--- config.mk ---
export PLATFORM = sky130hd
export DESIGN_NAME = avg_tree_pipe
export DESIGN_NICKNAME = d
export VERILOG_FILES = /design/src/rtl/avg_tree_pipe.sv
export SDC_FILE = /design/constraint.sdc
export NUM_CORES = 1
export LEC_CHECK = 0
export CELL_PAD_IN_SITES_DETAIL_PLACEMENT = 1
export CELL_PAD_IN_SITES_GLOBAL_PLACEMENT = 1
export CORE_UTILIZATION = 45
export CTS_CLUSTER_SIZE = 10
export DETAILED_ROUTE_END_ITERATION = 7
export PLACE_DENSITY_LB_ADDON = 0.1
export SYNTH_ARGS = -nofsm -noshare
export SYNTH_HDL_FRONTEND = slang
export SYNTH_SLANG_ARGS = --single-unit
--- constraint.sdc ---
create_clock -name clk -period 6.39 [get_ports clk]
set_input_delay 0.9585 -clock clk [delete_from_list [all_inputs] [get_ports clk]]
set_output_delay 0.9585 -clock clk [all_outputs]
set_load 0.05 [all_outputs]
--- src/rtl/avg_tree_pipe.sv ---
// Pipelined binary tree of halving adders averaging N_IN signed samples, one tree level per stage.
// Define AVG_ROUND_EN for round-half-up halving; the default build truncates (floor).
module avg_tree_pipe #(
  parameter int unsigned WIDTH = 16,
  parameter int unsigned N_IN  = 8
) (
  input  logic                    clk,
  input  logic                    rst,
  input  logic                    in_valid,
  output logic                    in_ready,
  input  logic [N_IN*WIDTH-1:0]   in_data,
  output logic                    out_valid,
  input  logic                    out_ready,
  output logic [WIDTH-1:0]        out_data
);

  localparam int unsigned L     = $clog2(N_IN);
  localparam int unsigned NodeW = (2 * N_IN - 1) * WIDTH;
  localparam int unsigned RegW  = (N_IN - 1) * WIDTH;
  localparam int          NIn   = N_IN;
  localparam int          Wd    = WIDTH;

`ifdef AVG_ROUND_EN
  localparam logic [WIDTH:0] RndInc = {{WIDTH{1'b0}}, 1'b1};
`else
  localparam logic [WIDTH:0] RndInc = '0;
`endif

  // Sum on WIDTH+1 bits cannot overflow, so dropping the LSB is an exact halving.
  function automatic logic [WIDTH-1:0] halve(input logic [WIDTH-1:0] a, input logic [WIDTH-1:0] b);
    logic [WIDTH:0] s;
    s = {a[WIDTH-1], a} + {b[WIDTH-1], b} + RndInc;
    return s[WIDTH:1];
  endfunction

  logic [L:0]       v;
  logic [L:1]       valid_q, valid_d;
  logic [L+1:1]     en;
  logic [RegW-1:0]  tree_q, tree_d;
  logic [NodeW-1:0] nodes;

  // Whole tree as one node vector: level 0 (inputs) at the bottom, the root at the top.
  assign v     = {valid_q, in_valid};
  assign nodes = {tree_q, in_data};

  always_comb begin
    en       = '0;
    en[L+1]  = out_ready;
    for (int k = L; k >= 1; k--) begin
      en[k] = ~v[k] | en[k+1];
    end
  end

  always_comb begin
    valid_d = valid_q;
    for (int k = 1; k <= L; k++) begin
      if (en[k]) valid_d[k] = v[k-1];
    end
  end

  always_comb begin
    tree_d = tree_q;
    for (int k = 1; k <= L; k++) begin
      if (en[k]) begin
        for (int j = 0; j < (NIn >> k); j++) begin
          tree_d[(NIn - 2 * (NIn >> k) + j) * Wd +: WIDTH] =
            halve(nodes[(2 * NIn - 4 * (NIn >> k) + 2 * j) * Wd +: WIDTH],
                  nodes[(2 * NIn - 4 * (NIn >> k) + 2 * j + 1) * Wd +: WIDTH]);
        end
      end
    end
  end

  always_ff @(posedge clk or posedge rst) begin
    if (rst) begin
      valid_q <= '0;
      tree_q  <= '0;
    end else begin
      valid_q <= valid_d;
      tree_q  <= tree_d;
    end
  end

  assign in_ready  = en[1];
  assign out_valid = valid_q[L];
  assign out_data  = tree_q[RegW-1 -: WIDTH];

endmodule

==> out/metrics.cfg, run 1 <==
[outcome]
status=complete, no violations

[drt]
dr_total_vias=8327
ant_nets=0
post-route-drc-count=0
vias_per_cell=5.61
first_pass_iters=5
wirelength_um=24300
wl_per_cell_um=16.4
first_iter_violations=272

[grt]
grt_start_max_net_pins=85
track_usage_pct=23.9
grt_pass1_vias=8585
antenna_found_initial=0
grt_pass1_wl_um=41800
grt_overflow_total=0

[power]
comb_power_share_pct=52.8
irDropWorstVdd_uv=195
p_clk_share_pct=21.7
p_leak_nw=4.95
power_frac_seq_pct=25.6
p_per_area_nw_per_um2=406
p_int_mw=2.73
p_sw_share_pct=41.8
power.switching_mw=1.97

[layout]
stdcell_area_um2=11600
nFillCells=2392
final_nets=1445
fin_util_pct=57.1
antennaDiodeCount=0
area_growth_pct=24.2
drive_gt1_share_pct=5.44
layout.cells.non_filler=1483

[clocking]
clockRootBuffer=clkbuf_16
htree_levels=4
cts_resized=0
cts_tree=done
numClockSinks=115
cts_made_buffers=17
cts_setup_buffers=0
clock_path_buffers=2
clkSlewWorstSetupHoldPaths_ns=0.05
postCtsHoldBufs=0
insertion_delay_ns=0.42

[critical_path]
critPathTopFamily=buffers and inverters
worstSetupPathType=in2out
worst_setup_path_end_kind=output pin
max_stage_delay_ns=0.73
worstReg2RegEnd=tree_q[91]
worstPathCellList=clkdlybuf4s50_1 -> nor2b_1 -> buf_4 -> and3_2 -> clkinv_1 -> clkdlybuf4s50_1
cpMostUsedCell=clkdlybuf4s50_1
r2r_start=tree_q[32]
worst_ep_arrival_time_ns=2.87
crit_required_ns=5.43
worstSetupStartpointType=input pin
reg2reg_depth=9
critical-path-slowest-cell=clkdlybuf4s50_1
crit_buf_inv=4
cp_max_fo=20
r2r_setup_slack_ns=3.69

[synth]
synthArstFlopShare_pct=100
synth_cell_types=71
synthCells=1078
synth-seq-cells=115
yosysTopAreaCellShare_pct=30.9
ys_top_cells_by_area=dfrtp_1, ha_1, a21oi_1
synth_ff_type=dfrtp_1
synth_edf_count=0
synth_nets=1322
syn_area_um2=9310
yosys_warnings=0
syn_area_per_cell_um2=8.63
synth_top_area_cell=dfrtp_1
synth_seq_area_share_pct=30.9

[sta]
skew_ns=0.00657
rsz0062_at_grt=false
final.period_utilization_pct=59.9
period_needed_ns=3.83
tightest_slew_ns=0.820
tns_ns=0
setup_viol=0
slew_viol_final=0
max-slew-margin-rel_pct=45.3
fmax_ghz=0.261
hold_viol=0

[floorplanning]
die_h_um=146
dieArea_um2=21300
die_w_um=146
rows=52
core_um2=20200
start_util_pct=46.0
io_pins=150

[min_path]
hold_depth=2
min_path_type=reg2reg
min_to=tree_q[103]
min-delay-start=tree_q[103]

[placement]
portBuffers=149
dpl.cell_count=1452
gp_congestion=0.831
placed_area_um2=10900
hpwl_um=18500

[job]
cap_violations=0

## through the flow
| step | power (mW) | setup WS [ns] | hold slack [ns] |
|---|---|---|---|
| finish | 4.70 | 2.56 | 0.474 |
| global placement | 3.57 | 2.58 | 0.450 |
| global route | 5.04 | 2.50 | 0.501 |
| floorplan | 3.07 | 2.39 | 0.426 |
| detailed placement | 3.66 | 2.55 | 0.470 |
| CTS | 4.72 | 2.54 | 0.482 |
## registers in the layout, summed over array words and instances (netlist names)
register  count
tree_q      112
valid_q       3
## cells in the mapped netlist, types with 17 or more instances
cell type and count:
inv_1 30, a21oi_1 106, xnor2_1 44, a21o_1 28, a31oi_1 20, xor2_1 37
dfrtp_1 115, nand3_1 17, clkbuf_1 30, nand2_1 114, ha_1 105, nor2_1 85
o21ai_0 83
## area by class of cell
class	instances	area [um2]	area share (%)
clock buffer	24	512	4.43
multi-input combinational	881	6060	52.4
timing repair buffer	155	1540	13.3
clock inverter	7	119	1.03
inverter	31	119	1.03
tap	270	338	2.92
sequential	115	2880	24.9
## per-layer routing
layer  track usage, %  wire (um)  up-vias
met4             5.68        272        0
li1                 -          -     4122
met5                0          0        -
met1             32.6      11800     4065
met3             3.13        654       20
met2             40.2      11600      120
## cells by family after synthesis
group / count (synthesis) / share of synthesized area, %
xor+xnor: 81 / 7.62
fa+ha+maj: 112 / 15.6
flops: 115 / 30.9
simple gates: 330 / 16.8
mux: 4 / 0.457
buf+inv: 82 / 3.99
compound gates: 354 / 24.6
## worst max path at each step
stage               slack, ns   endpoint  depth (start not counted)       from
global route             2.50   in_ready                          6  out_ready
floorplan                2.39  tree_q[0]                          1        rst
detailed placement       2.55   in_ready                          6  out_ready
global placement         2.58   in_ready                          6  out_ready
finish                   2.56   in_ready                          6  out_ready
CTS                      2.54   in_ready                          6  out_ready
## worst min-delay path: cells and delay by family, from the launching register on
family	cells	cell delay, ns
AO/OA/AOI/OAI	1	0.06
flip-flops	1	0.34
AND/OR/NAND/NOR	1	0.05
## power by group through the flow
stage / Sequential (mW) / Combinational (mW) / Clock, mW
after floorplan: 1.12 / 1.95 / 0
after global placement: 1.20 / 2.38 / 0
after detailed placement: 1.21 / 2.45 / 0
after CTS: 1.20 / 2.49 / 1.03
after global routing: 1.23 / 2.76 / 1.06
final: 1.20 / 2.48 / 1.02
## cells in the final DEF, fill, tap and decap left out, types with 4 or more instances in the layout
| cell type | n |
|---|---|
| clkdlybuf4s50_1 | 149 |
| dfrtp_1 | 115 |
| nand2_1 | 114 |
| a21oi_1 | 106 |
| ha_1 | 105 |
| nor2_1 | 85 |
| o21ai_0 | 83 |
| xnor2_1 | 44 |
| xor2_1 | 37 |
| inv_1 | 28 |
| a21o_1 | 28 |
| a31oi_1 | 20 |
| nand3_1 | 17 |
| clkbuf_16 | 17 |
| nand2b_1 | 16 |
| nor2b_1 | 15 |
| and2_1 | 14 |
| o21bai_1 | 14 |
| nor3b_1 | 13 |
| o21ai_1 | 13 |
| nand4_1 | 12 |
| nor3_1 | 12 |
| o21a_1 | 11 |
| a211oi_1 | 11 |
| and3_1 | 10 |
| o31ai_1 | 9 |
| o211ai_1 | 7 |
| a221oi_1 | 7 |
| fa_1 | 7 |
| clkbuf_8 | 6 |
| buf_4 | 6 |
| or3_1 | 5 |
| or2_2 | 5 |
| a22oi_1 | 4 |
| nand3b_1 | 4 |
(Power assumes the default switching activity.)
==> run 2, diff against run 1 <==
CORE_UTILIZATION = 41   (was 45)
clock period = 3.95 ns   (was 6.39 ns; I/O delays follow)
==> out/metrics.cfg, run 2 (synthesized netlist as in run 1, its figures left out) <==
[outcome]
status=complete, but fails checks
violations=design-rule violations

[power]
power_frac_seq_pct=26.2  ; +0.6 points
p_int_mw=4.23  ; +55%
power.switching_mw=3.14  ; +60%
p_sw_share_pct=42.6  ; +0.73 points
p_per_area_nw_per_um2=641  ; +58%
p_total_mw=7.37  ; +57%
p_leak_nw=4.93  ; -0.53%
p_clk_share_pct=19.4  ; -2.3 points
comb_power_share_pct=54.5  ; +1.7 points
irDropWorstVdd_uv=316  ; +62%

[drt]
dr_total_vias=8188  ; -1.7%
routed.top_layer=met4
ant_nets=0  ; unchanged
first_pass_iters=8  ; +3
wirelength_um=24100  ; -0.93%
first_iter_violations=201  ; -26%
vias_per_cell=5.48  ; -2.3%
wl_per_cell_um=16.2  ; -1.6%
met3_length_um=811  ; +24%
dr_wl_met2_um=11300  ; -2.5%
post-route-drc-count=4  ; +4
drt-met1-wl_um=11700  ; -0.95%

[clocking]
cts_tree=done
htree_levels=4  ; unchanged
clock_path_buffers=2  ; unchanged
numClockSinks=115  ; unchanged
clkSlewWorstSetupHoldPaths_ns=0.06  ; about the same
postCtsHoldBufs=0  ; unchanged
cts_resized=0  ; unchanged
insertion_delay_ns=0.42  ; about the same
cts_setup_buffers=0  ; unchanged
clockRootBuffer=clkbuf_16
cts_made_buffers=17  ; unchanged

[layout]
antennaDiodeCount=0  ; unchanged
final_cell_mix=clkdlybuf4s50_1, dfrtp_1, nand2_1, a21oi_1, ha_1
reg_top3=tree_q (112), valid_q (3)
drive_gt1_share_pct=5.28  ; -0.16 points
largest_reg_flops=112  ; unchanged
top_register=tree_q
final_nets=1446  ; +0.069%
layout.cells.non_filler=1493  ; +0.67%
fin_util_pct=52.2  ; -4.9 points
area_growth_pct=23.5
final_common_cell=clkdlybuf4s50_1

[sta]
fin_ws_ns=1.08  ; -1.49 ns
rsz0062_at_grt=false
max-slew-margin-rel_pct=41.0  ; -4.3 points
slew_viol_final=0  ; unchanged
tns_ns=0  ; unchanged
tightest_slew_ns=0.883  ; +0.0626 ns
skew_ns=0.0130  ; +0.00639 ns
hold_viol=0  ; unchanged
period_needed_ns=2.87
final.period_utilization_pct=72.7
fmax_ghz=0.348
setup_viol=0  ; unchanged

[grt]
antenna_found_initial=0  ; unchanged
grt_pass1_vias=8555  ; -0.35%
track_usage_pct=21.7  ; -2.2 points
grt_overflow_total=0  ; unchanged
grt_pass1_wl_um=41200  ; -1.3%
grt_start_max_net_pins=85  ; unchanged

[floorplanning]
die_h_um=153  ; +4.7%
die_w_um=153  ; +4.7%
core_um2=22000  ; +8.9%
io_pins=150  ; unchanged
rows=54  ; +3.8%
start_util_pct=42.3  ; -3.7 points
dieArea_um2=23300  ; +9.6%

[placement]
portBuffers=149  ; unchanged
place_worst_setup_slack_ns=0.713  ; -1.84 ns
hpwl_um=19000  ; +2.7%
gp_congestion=0.839  ; +0.91%
dpl.cell_count=1463  ; +0.76%

[critical_path]
worstSetupStartpointType=input pin
crit_required_ns=3.36  ; -2.07 ns
worst_ep_arrival_time_ns=2.28  ; -0.59 ns
worstSetupPathType=in2out
worst_setup_path_end_kind=output pin
r2r_setup_slack_ns=1.25  ; -2.44 ns
cp_max_fo=17  ; -15%

[job]
cap_violations=0  ; unchanged

[min_path]
min_path_type=reg2reg

==> run 2: cell types whose count changed in the layout (fill, tap and decap cells not counted), sizes merged <==
cell,before,now
clkinv,2,6
buf,6,8
bufinv,3,1
clkinvlp,2,0
clkdlybuf4s50,149,148
inv,31,30
==> run 2: path summary, 6_finish.rpt <==
check	startpoint	end	cells past startpoint
max in group asynchronous	rst	tree_q[60]	3
min in group asynchronous	rst	tree_q[0]	2
worst min-delay path	valid_q[1]	valid_q[2]	1
worst min register to register	valid_q[1]	valid_q[2]	1
worst max-delay path	out_ready	in_ready	5
worst max register to register	tree_q[32]	tree_q[91]	9
==> run 2: cell type report <==
type / instances / area (um2)
timing repair buffer: 156 / 1550
inverter: 31 / 119
multi-input combinational: 881 / 6060
clock buffer: 24 / 482
fill: 2582 / 10500
clock inverter: 6 / 55.1
sequential: 115 / 2880
tap: 280 / 350
==> run 2: per-stage QoR <==
stage	hold WS (ns)	instance area, um2
4_1_cts	0.474	11500
3_3_place_gp	0.451	11000
3_5_place_dp	0.457	11000
6_report	0.466	11500
5_1_grt	0.496	11500
2_1_floorplan	0.426	9310
==> run 2: layer usage <==
layer / global-route usage [%] / vias up
li1: - / 4139
met3: 3.78 / 19
met5: 0 / -
met1: 28.4 / 3908
met4: 6.83 / 0
met2: 36.4 / 122
==> run 2: critical path: stages <==
cell,delay [ns]
clkdlybuf4s50_1,0.42
nor2b_1,0.16
and3_2,0.21
clkinv_1,0.47
buf_4,0.41
==> run 2: power groups by stage <==
stage | Combinational, mW | Sequential [mW] | Clock (mW)
2_1_floorplan | 3.16 | 1.81 | 0
3_3_place_gp | 3.90 | 1.93 | 0
3_5_place_dp | 4.00 | 1.95 | 0
4_1_cts | 4.05 | 1.93 | 1.46
5_1_grt | 4.48 | 1.99 | 1.50
6_report | 4.01 | 1.93 | 1.43
==> run 3, diff against run 2 <==
CORE_UTILIZATION = 37   (was 41)
clock period = 2.6 ns   (was 3.95 ns; I/O delays follow)
==> out/metrics.cfg, run 3 (synthesized netlist as in run 1, its figures left out) <==
[outcome]
status=complete, no violations

[sta]
max-slew-margin-rel_pct=57.6  ; +17 points
fmax_ghz=0.404
hold_viol=0  ; unchanged
setup_viol=0  ; unchanged
final.period_utilization_pct=95.3
period_needed_ns=2.48
slew_viol_final=0  ; unchanged
tightest_slew_ns=0.634  ; -0.249 ns
skew_ns=0.0104  ; -0.00253 ns

[clocking]
htree_levels=4  ; unchanged
clkSlewWorstSetupHoldPaths_ns=0.05  ; about the same
clockRootBuffer=clkbuf_16
clock_path_buffers=2  ; unchanged
cts_tree=done
cts_made_buffers=17  ; unchanged
insertion_delay_ns=0.42  ; about the same
numClockSinks=115  ; unchanged

[floorplanning]
die_h_um=161  ; +5.2%
rows=57  ; +5.6%
core_um2=24500  ; +11%
dieArea_um2=25800  ; +11%
io_pins=150  ; unchanged
die_w_um=161  ; +5.2%
start_util_pct=38.0  ; -4.2 points

[layout]
final_nets=1513  ; +4.6%
final_common_cell=clkdlybuf4s50_1
fin_util_pct=50.0  ; -2.2 points
reg_top3=tree_q (112), valid_q (3)
layout.cells.non_filler=1603  ; +7.4%
largest_reg_flops=112  ; unchanged
antennaDiodeCount=0  ; unchanged
drive_gt1_share_pct=11.2  ; +5.9 points
nFillCells=2911  ; +13%
final_cell_mix=clkdlybuf4s50_1, dfrtp_1, nand2_1, ha_1, a21oi_1
top_register=tree_q
stdcell_area_um2=12200  ; +6.3%
area_growth_pct=31.3

[grt]
track_usage_pct=20.4  ; -1.3 points
grt_overflow_total=0  ; unchanged
grt.busiest_layer=met2
grt_pass1_wl_um=42900  ; +4.1%
grt_use_met3_pct=2.66  ; -1.1 points
grt_use_met1_pct=28.1  ; -0.30 points
antenna_found_initial=0  ; unchanged
grt_pass1_vias=8740  ; +2.2%
grt_start_max_net_pins=69  ; -19%
grtUsageMet2_pct=33.8  ; -2.6 points

[drt]
first_pass_iters=4  ; -4
post-route-drc-count=0  ; -4
wl_per_cell_um=15.6  ; -3.5%
vias_per_cell=5.25  ; -4.3%
dr_total_vias=8416  ; +2.8%
first_iter_violations=267  ; +33%
ant_nets=0  ; unchanged
wirelength_um=25000  ; +3.7%

[critical_path]
worstSetupPathType=reg2reg
worstReg2RegEnd=tree_q[105]
worstSetupStartpointType=flop
reg2reg_depth=10  ; +1
crit_required_ns=2.89  ; -0.47 ns
cp_max_fo=3  ; -14
worst_ep_arrival_time_ns=2.77  ; +0.49 ns
r2r_setup_slack_ns=0.12  ; -1.13 ns
r2r_start=tree_q[64]
worst_setup_path_end_kind=flop

[placement]
portBuffers=149  ; unchanged
placed_area_um2=11600  ; +5.4%
dpl.cell_count=1574  ; +7.6%
hpwl_um=20200  ; +6.4%
gp_congestion=0.828  ; -1.3%

[power]
p_sw_share_pct=41.1  ; -1.4 points
p_per_area_nw_per_um2=958  ; +49%
p_leak_nw=5.31  ; +7.8%
p_total_mw=11.7  ; +59%
p_clk_share_pct=20.7  ; +1.3 points
comb_power_share_pct=54.3  ; -0.2 points
power_frac_seq_pct=25.0  ; -1.2 points
p_int_mw=6.89  ; +63%
power.switching_mw=4.81  ; +53%
irDropWorstVdd_uv=649  ; +100%

[min_path]
min_path_type=in2async

[job]
cap_violations=0  ; unchanged

==> run 3: cell types whose count changed in the layout (fill, tap and decap cells not counted), moves of 2 or more <==
cell / before / now
buf_4: 7 / 71
clkbuf_8: 3 / 9
clkbuf_1: 4 / 0
clkinv_2: 5 / 1
buf_12: 1 / 4
a21oi_1: 106 / 104
a21oi_2: 3 / 5
a221oi_1: 7 / 5
a221oi_2: 0 / 2
==> run 3: power groups by stage <==
stage / clock network, mW / logic (mW) / registers [mW]
after floorplan: 0 / 4.79 / 2.74
final: 2.42 / 6.36 / 2.93
after global placement: 0 / 6.14 / 2.95
after detailed placement: 0 / 6.27 / 2.97
after global routing: 2.54 / 7.08 / 3.01
after CTS: 2.47 / 6.33 / 2.94
==> run 3: worst max-delay path by stage <==
stage	startpoint	to	slack, ns
3_5_place_dp	in_data[32]	tree_q[29]	-0.28
4_1_cts	tree_q[64]	tree_q[111]	0.02
6_report	tree_q[64]	tree_q[105]	0.12
5_1_grt	tree_q[64]	tree_q[111]	-0.009
3_3_place_gp	in_data[64]	tree_q[47]	-0.22
2_1_floorplan	valid_q[3]	in_ready	0.23
==> run 3: through the flow <==
stage                     setup TNS (ns)  hold slack (ns)  setup slack (ns)
after floorplan                        0            0.426             0.231
after global placement             -2.87            0.443            -0.224
after detailed placement           -4.46            0.442            -0.285
after CTS                              0            0.422            0.0234
after global routing            -0.00895            0.463          -0.00895
final                                  0            0.417             0.122
==> run 3: worst max-delay path: stages, from the launching register on <==
cell       delay (ns)
dfrtp_1          0.40
and2_1           0.17
fa_2             0.36
a21oi_2          0.20
o21ai_2          0.11
a2111oi_4        0.43
o31ai_1          0.12
a21oi_1          0.17
buf_4            0.16
xor2_1           0.17
o21ai_1          0.07
==> run 3: timing repair <==
item	CTS	global route
setup buffers	0	0
resized for setup	0	11
endpoints found under the setup margin	0	15
hold buffers	0	0
==> run 3: final cells by class <==
type	count	area, um2	share of cell area (%)
flip-flops and latches	115	2880	23.5
multi-input cells	881	6110	50.0
clock buffers	26	549	4.49
clock inverters	3	65.1	0.532
inverters	31	120	0.983
repair buffers	223	2090	17.1
well taps	324	405	3.32
==> run 3: metal layers <==
metal	part of all wire, %	wire length [um]	vias up
met5	0	0	-
met4	0.78	196	0
met3	2.5	623	17
met2	47	11800	115
met1	50	12400	4011
li1	-	-	4273
